**config.mk**
```make
export PLATFORM = sky130hd
export DESIGN_NAME = store_merge_unit
export DESIGN_NICKNAME = d
export VERILOG_FILES = /design/src/rtl/store_pkg.sv /design/src/rtl/store_lane_merge.sv /design/src/rtl/store_merge_unit.sv
export SDC_FILE = /design/constraint.sdc
export NUM_CORES = 1
export LEC_CHECK = 0
export CORE_AREA = 2 2 132 134
export CTS_BUF_LIST = sky130_fd_sc_hd__clkbuf_2 sky130_fd_sc_hd__clkbuf_4 sky130_fd_sc_hd__clkbuf_8
export DETAILED_ROUTE_END_ITERATION = 16
export DIE_AREA = 0 0 134 136
export DONT_BUFFER_PORTS = 1
export SKIP_CTS_REPAIR_TIMING = 1
export SYNTH_ARGS = -nofsm -noshare
export SYNTH_HDL_FRONTEND = slang
export SYNTH_SLANG_ARGS = --single-unit
```
**constraint.sdc**
```tcl
create_clock -name clk -period 4 [get_ports clk]
set_input_delay 0.4 -clock clk [delete_from_list [all_inputs] [get_ports clk]]
set_output_delay 0.4 -clock clk [all_outputs]
set_load 0.02 [all_outputs]
```
**src/rtl/store_pkg.sv**
```systemverilog
`default_nettype none
// ============================================================================
// Module : store_pkg
// Brief  : Size encodings and FSM state type shared by the store merge unit.
// Rev    : 1.0
// ============================================================================
package store_pkg;

  localparam logic [1:0] SZ_BYTE = 2'd0;
  localparam logic [1:0] SZ_HALF = 2'd1;
  localparam logic [1:0] SZ_WORD = 2'd2;
  localparam logic [1:0] SZ_RSVD = 2'd3;

  typedef enum logic [2:0] {
    ST_IDLE  = 3'd0,
    ST_READ  = 3'd1,
    ST_MERGE = 3'd2,
    ST_WRITE = 3'd3,
    ST_DONE  = 3'd4,
    ST_ERR   = 3'd5
  } state_t;

endpackage
`default_nettype wire

```
**src/rtl/store_lane_merge.sv**
```systemverilog
`default_nettype none
// ============================================================================
// Module : store_lane_merge
// Brief  : Replaces the addressed little-endian byte/halfword lanes of a word.
// Rev    : 1.0
// ============================================================================
module store_lane_merge
  import store_pkg::*;
(
  input  logic [31:0] old,
  input  logic [31:0] data,
  input  logic [1:0]  lane,
  input  logic [1:0]  size,
  output logic [31:0] merged
);

  always_comb begin
    merged = old;
    case (size)
      SZ_BYTE: begin
        case (lane)
          2'd0:    merged[7:0]   = data[7:0];
          2'd1:    merged[15:8]  = data[7:0];
          2'd2:    merged[23:16] = data[7:0];
          default: merged[31:24] = data[7:0];
        endcase
      end
      // Halfwords are 2-byte aligned, so only lane[1] picks the half.
      SZ_HALF: begin
        if (lane[1]) merged[31:16] = data[15:0];
        else         merged[15:0]  = data[15:0];
      end
      SZ_WORD: merged = data;
      default: merged = old;
    endcase
  end

endmodule
`default_nettype wire

```
**src/rtl/store_merge_unit.sv**
```systemverilog
`default_nettype none
// ============================================================================
// Module : store_merge_unit
// Brief  : Byte/half/word store into word-only RAM via read-modify-write.
// Rev    : 1.0
// ============================================================================
module store_merge_unit
  import store_pkg::*;
#(
  parameter int unsigned TIMEOUT = 15
) (
  input  logic        clk,
  input  logic        reset,
  input  logic        start,
  input  logic [31:0] addr,
  input  logic [31:0] wdata,
  input  logic [1:0]  size,
  output logic        busy,
  output logic        done,
  output logic        error,
  output logic [31:0] mem_addr,
  output logic        mem_re,
  output logic        mem_we,
  output logic [31:0] mem_wdata,
  input  logic [31:0] mem_rdata,
  input  logic        mem_ack
);

  localparam logic [7:0] c_timeout_last = 8'(TIMEOUT - 1);

  state_t      r_state;
  state_t      w_state_next;
  logic [7:0]  r_wait_cnt;
  logic [7:0]  w_wait_cnt_next;
  logic [1:0]  r_lane;
  logic [1:0]  r_size;
  logic [31:0] r_wdata;
  logic [31:0] r_old;
  logic [31:0] w_merged;

  store_lane_merge u_merge (
    .old    (r_old),
    .data   (r_wdata),
    .lane   (r_lane),
    .size   (r_size),
    .merged (w_merged)
  );

  always_comb begin
    w_state_next    = r_state;
    w_wait_cnt_next = 8'd0;
    case (r_state)
      ST_IDLE: begin
        if (start) begin
          if (size == SZ_RSVD)                        w_state_next = ST_ERR;
          else if (size == SZ_HALF && addr[0])        w_state_next = ST_ERR;
          else if (size == SZ_WORD && addr[1:0] != 0) w_state_next = ST_ERR;
          else if (size == SZ_WORD)                   w_state_next = ST_WRITE;
          else                                        w_state_next = ST_READ;
        end
      end
      ST_READ: begin
        if (mem_ack)                          w_state_next = ST_MERGE;
        else if (r_wait_cnt == c_timeout_last) w_state_next = ST_ERR;
        else                                  w_wait_cnt_next = r_wait_cnt + 8'd1;
      end
      ST_MERGE: w_state_next = ST_WRITE;
      ST_WRITE: begin
        if (mem_ack)                          w_state_next = ST_DONE;
        else if (r_wait_cnt == c_timeout_last) w_state_next = ST_ERR;
        else                                  w_wait_cnt_next = r_wait_cnt + 8'd1;
      end
      ST_DONE: w_state_next = ST_IDLE;
      ST_ERR:  w_state_next = ST_IDLE;
      default: w_state_next = ST_IDLE;
    endcase
  end

  // Outputs are registered decodes of the next state, so they line up with r_state.
  always_ff @(posedge clk) begin
    if (reset) begin
      r_state    <= ST_IDLE;
      r_wait_cnt <= 8'd0;
      r_lane     <= 2'd0;
      r_size     <= 2'd0;
      r_wdata    <= 32'd0;
      r_old      <= 32'd0;
      busy       <= 1'b0;
      done       <= 1'b0;
      error      <= 1'b0;
      mem_re     <= 1'b0;
      mem_we     <= 1'b0;
      mem_addr   <= 32'd0;
      mem_wdata  <= 32'd0;
    end else begin
      r_state    <= w_state_next;
      r_wait_cnt <= w_wait_cnt_next;
      busy       <= (w_state_next != ST_IDLE);
      done       <= (w_state_next == ST_DONE);
      error      <= (w_state_next == ST_ERR);
      mem_re     <= (w_state_next == ST_READ);
      mem_we     <= (w_state_next == ST_WRITE);
      if (r_state == ST_IDLE && start) begin
        r_lane   <= addr[1:0];
        r_size   <= size;
        r_wdata  <= wdata;
        mem_addr <= {addr[31:2], 2'b00};
        if (w_state_next == ST_WRITE) mem_wdata <= wdata;
      end
      if (r_state == ST_READ && mem_ack) r_old <= mem_rdata;
      if (r_state == ST_MERGE) mem_wdata <= w_merged;
    end
  end

endmodule
`default_nettype wire

```
Word level (Yosys, flattened, before mapping):

Index checks and enable logic that the tools add are counted.
W data, S select, Z words.

* word-level logic and storage cells: 64
* register bits: 146
* input bits: 102

* bitwise gates (word level): 1
* reduce and logical (&&, ||, !) cells: 15
* eq/ne operators: 15
* add/sub/neg operators: 1
* multiplexer cells: 19

Operators with widths (number)
* $mux W32: 3
* $pmux W32 S3: 1
* $mux W16: 2
* $mux W8: 4
* $mux W3: 7
* $pmux W3 S4: 1
* $eq A3 B2 Y1 const B: 3
* $add A8 B1 Y8 const B: 1
* $eq A2 B2 Y1 const B: 4
* $eq A8 B4 Y1 const B: 1
* $eq A2 B1 Y1 const B: 3
* $eq A3 B1 Y1 const B: 2
* $eq A3 B3 Y1 const B: 2
* $reduce_bool A2 Y1: 3
* $logic_and A1 B1 Y1: 4
* $logic_not A2 Y1: 2
* $reduce_or A4 Y1: 1
* $logic_not A3 Y1: 1
* $reduce_bool A3 Y1: 1
* $reduce_or A3 Y1: 1
* $mux W2: 1
* $reduce_and A2 Y1: 1
* $reduce_or A2 Y1: 1
* $not A1 Y1: 1

Depth between registers and ports, before layout:

* depth after elaboration: 11
* gate-level depth with buffers: 9
* depth with buffers taken out: 7

Cells and area by module:

From an unflattened synthesis, not the netlist that was laid out.

* cells, all modules: 766
* area, all modules: 6601.3 um2

Modules (own cells, without submodules)
* store_merge_unit: sequential area each 2922.8 um2, instances 1, cells each 639, area each 5607.9 um2
* store_lane_merge: sequential area each 0.0 um2, instances 1, cells each 127, area each 993.5 um2

Worst setup path before layout:

Ideal clock, no wire load.

* path type: register -> register
* from: register r_wait_cnt[0]
* to: register mem_wdata[13]
* library setup time: 134 ps
* slack: 2178 ps
* arrival: 1688 ps
* period minus slack after synthesis: 1822 ps
* path buffers: 2
* data required time: 3866 ps
* cell stages (with the launch flop): 10
* cell sequence: dfxtp_1 inv_1 ha_1 and4b_1 a21oi_1 o21ai_4 buf_6 buf_2 nand3b_1 o41ai_2

* cells in the longest elaborated chain, start to end: 7

RTL lines
* from (decl): RTL line store_merge_unit.sv:33 `logic [7:0] r_wait_cnt;`
* from (signal assigned): RTL line store_merge_unit.sv:97 `r_wait_cnt <= w_wait_cnt_next;`
* $eq A8 B4 Y1 (*): RTL line store_merge_unit.sv:64, store_merge_unit.sv:70
* $mux W3 (*): RTL line store_merge_unit.sv:64, store_merge_unit.sv:70
* $mux W3, on equally long branches: RTL line store_merge_unit.sv:69, store_merge_unit.sv:63
* $pmux W3 S4 (*): RTL line store_merge_unit.sv:52 `case (r_state)`
* $eq A3 B2 Y1 (*): RTL line store_merge_unit.sv:108 `if (w_state_next == ST_WRITE) mem_wdata <= wdata;`
* $reduce_bool A2 Y1 (no line) (*)
* $reduce_and A2 Y1 (no line) (*)
* to (signal assigned): RTL line store_merge_unit.sv:108
* to (signal assigned): RTL line store_merge_unit.sv:111 `if (r_state == ST_MERGE) mem_wdata <= w_merged;`
* to (decl): RTL line store_merge_unit.sv:24 `output logic [31:0] mem_wdata,`

Mark *: on every way between the ends. The rest lies on a longest branch, timed or not.
A chain may end at the register's enable or synchronous reset.

Final worst setup path:

* from: register r_lane[0]
* to: register mem_wdata[6]

* cells in the longest elaborated chain, start to end: 4

RTL lines
* from (decl): RTL line store_merge_unit.sv:35 `logic [1:0] r_lane;`
* from (signal assigned): RTL line store_merge_unit.sv:104 `r_lane <= addr[1:0];`
* $logic_not A2 Y1: RTL line store_lane_merge.sv:21 `case (lane)`
* $mux W8: RTL line store_lane_merge.sv:21
* $pmux W32 S3: RTL line store_lane_merge.sv:19 `case (size)`
* $mux W32: RTL line store_merge_unit.sv:111

Every way passes these cells.

==> impl_results.md <==
* Initial antenna violation count at 0
* Tot Pwr at 3.599 mW
* Max-Cap Viols at 0
* Combinational family with the most area after synthesis: simple AND/OR/NAND/NOR gates
* Setup WS pre-CTS at 1461 ps
* Die Wd at 134 um
* Switching share of power at 30.90%
* Max Buffers Root-to-Sink at 2
* Die area at 18220 um2
* RR Startpoint: r_lane[0]
* Fmax at 382.9 MHz
* Nature of the critical path startpoint: flip-flop
* Wire per inst at 18.81 um
* PortBufs at 0
* R2R Path End: mem_wdata[6]
* Flop pwr share at 49.1%
* Worst path slowest cell: a21oi_1
* WP data required at 4390 ps
* Area Growth Syn to Fin at 8.990%
* Clock Skews at 12.36 ps
* Clock transition at path regs at 80 ps
* Via/cell ratio at 5.487
* Clock share of power at 36.8%
* Root buf cell: clkbuf_8
* Fin Hold WS at 39.57 ps
* Post-synth EDFFs at 0
* Commonest non-fill, non-tap cell in the layout: nand2_1
* Post-synthesis sequential area ratio at 45.55%
* Mux contribution to synthesized area at 2.613%
* Core area at 16880 um2
* Seq cells post-synth at 146
* Sink Count at 146
* Critical path class: reg2reg
* Fin util at 41.44%
* Total gr overflow at 0
* Largest net degree at the start of global routing at 147
* Num CTS Buffers at 17
* Crit path to: mem_wdata[6]
* Xor/xnor cell area share of the yosys netlist at 0.8190%
* Clock Latency Late Sink at 460 ps
* Final hold vios at 0
* Worst min-delay path category: in2reg
* P_int at 2.487 mW
* Antenna cells at 0
* Initial Util at 38.02%
* TritonCTS clock tree: yes
* Synth Warn # at 0
* Comb power frac at 14.1%
* Setup violators final at 0
* Largest stage delay, worst path at 720 ps
* Crit path from: r_lane[0]
* Crit. End Element: flip-flop
* Drc violations at 0
* Share of cells above drive strength 1 at 8.040%
* Power per cell area at 514.7 nW/um2
* Synth unique cells at 53
* Setup TNS at 0 ps
* Initial DRC count at 470
* Gpl congestion at 0.8327
* Unrepaired setup endpoints after global routing: no
* Status: finished clean
* R2r setup slk at 1390 ps
* Final worst path period share at 65.29%
* ANT nets after route at 0
* Worst EP arrival at 3000 ps
* Worst slew pin tran at 1035 ps
* Relative slew slack at 30.74%
* Rows at 48
* Ys async rst share at 0%
* Post-synthesis simple-gate area fraction at 24.61%
* NumNets Final at 887
* Post-synthesis compound-gate area fraction at 20.73%
* Setup ws final at 1388 ps
* I/O pin count at 171
* Htree depth at 4
* Crit path cell chain: nand2b_1 -> a21oi_1 -> nor3_1 -> or4_1 -> o21ai_1
* Max VDD drop at 0.2348 mV
* Die Y at 136 um
* Final max-slew violation count at 0
* R2R depth at 5
* Minimum clock period at 2612 ps
* First-pass GRT wire length at 29.33 mm
* Syn avg cell area at 7.825 um2
* Fraction of the mapped netlist area in adder cells at 0.3900%
* Most frequent cells in the layout: nand2_1 (221), dfxtp_1 (146), a21oi_1 (139)
* Number of global-route vias before repair at 5148
* Total GRT Usage at 20.95%
* Leakage power at 2.390 nW
* Final wirelength at 19.21 mm
* Dpl hpwl at 12.57 mm
* Crit path max fanout at 20
* Syn Std Cell Area at 6416 um2
* Drt first pass iters at 5
* Top FF cell, synth: dfxtp_1
* Net Sw Power at 1.112 mW
* Post-synthesis instance total at 820
* Vias after detailed routing at 5602
-- routing by layer --
metal	GRT usage [%]	part of all wire [%]	vias up
met4	6.856	1.8	0
met2	33.28	47	209
met3	8.576	9.9	28
met1	25.85	41	2614
met5	0	0	-
li1	-	-	2751
-- cells in the mapped netlist, drive strengths merged (2+ instances only) --
| library cell | n | share of area (%) |
|---|---|---|
| a22oi | 2 | 0.23 |
| nand3 | 14 | 1.1 |
| nor4b | 4 | 0.64 |
| xnor2 | 2 | 0.27 |
| nand2b | 2 | 0.19 |
| o21ai | 19 | 1.7 |
| dfxtp | 146 | 46 |
| a32o | 2 | 0.31 |
| xor2 | 4 | 0.55 |
| nor3b | 2 | 0.23 |
| o21a | 2 | 0.23 |
| o41ai | 4 | 0.90 |
| ha | 2 | 0.39 |
| nor4bb | 3 | 0.47 |
| nor2 | 48 | 2.8 |
| nor3 | 23 | 1.8 |
| nand2 | 221 | 13 |
| nor2b | 6 | 0.59 |
| a32oi | 14 | 1.9 |
| a222oi | 6 | 0.94 |
| or4 | 8 | 0.94 |
| or3b | 2 | 0.27 |
| a211o | 15 | 2.0 |
| inv | 9 | 0.53 |
| buf | 21 | 1.8 |
| and3 | 2 | 0.19 |
| nand3b | 13 | 1.5 |
| clkbuf | 49 | 2.9 |
| a21oi | 139 | 11 |
| nand4 | 2 | 0.19 |
| or2 | 2 | 0.20 |
| a311o | 6 | 0.94 |
| mux2 | 14 | 2.5 |
-- area by class of cell --
class / count / area [um2]
fillers: 1764 / 9883
multi-input cells: 596 / 3191
flip-flops and latches: 146 / 2923
clock buffers: 21 / 282.8
well taps: 225 / 281.5
clock inverters: 11 / 176.4
repair buffers: 13 / 105.1
inverters: 9 / 33.78
-- sequential cells by signal, summed over array words and instances (netlist names) --
register / count
mem_wdata: 32
error: 1
r_size: 2
mem_addr: 30
mem_re: 1
done: 1
r_wait_cnt: 8
mem_we: 1
r_old: 32
r_wdata: 32
busy: 1
r_lane: 2
r_state: 3
-- worst min-delay path by stage --
stage | slack, ps | endpoint | depth (start not counted) | startpoint
floorplan | 430 | r_wdata[16] | 2 | r_wdata[16]
global placement | 440 | r_wdata[20] | 2 | r_wdata[20]
detailed placement | 440 | r_wdata[16] | 2 | r_wdata[16]
finish | 40 | r_state[1] | 1 | reset
CTS | -3 | r_wdata[13] | 1 | reset
global route | -2 | r_state[1] | 1 | reset
-- metrics by stage --
stage,area (um2),instances
3_3_place_gp,6504,986
2_1_floorplan,6420,821
4_1_cts,6963,1018
3_5_place_dp,6504,986
6_report,6993,1021
5_1_grt,6993,1021
-- worst max-delay path: cells and delay by family (launching register included) --
kind,cells,cell delay [ps]
compound gates,2,860
flops,1,710
simple gates,3,970
-- kinds of logic after synthesis --
logic type      Yosys count
simple gates            356
compound gates          215
flops                   146
buf+inv                  79
mux                      15
xor+xnor                  6
fa+ha+maj                 2
other cells               1
-- power groups by stage --
stage               registers, mW  clock network [mW]  logic, mW
floorplan                    1.74                   0      0.436
global placement             1.80                   0      0.498
detailed placement           1.80                   0      0.504
CTS                          1.77                1.36      0.504
global route                 1.78                1.42      0.570
finish                       1.77                1.33      0.506
Note: power is estimated with default switching activity, not from simulation.
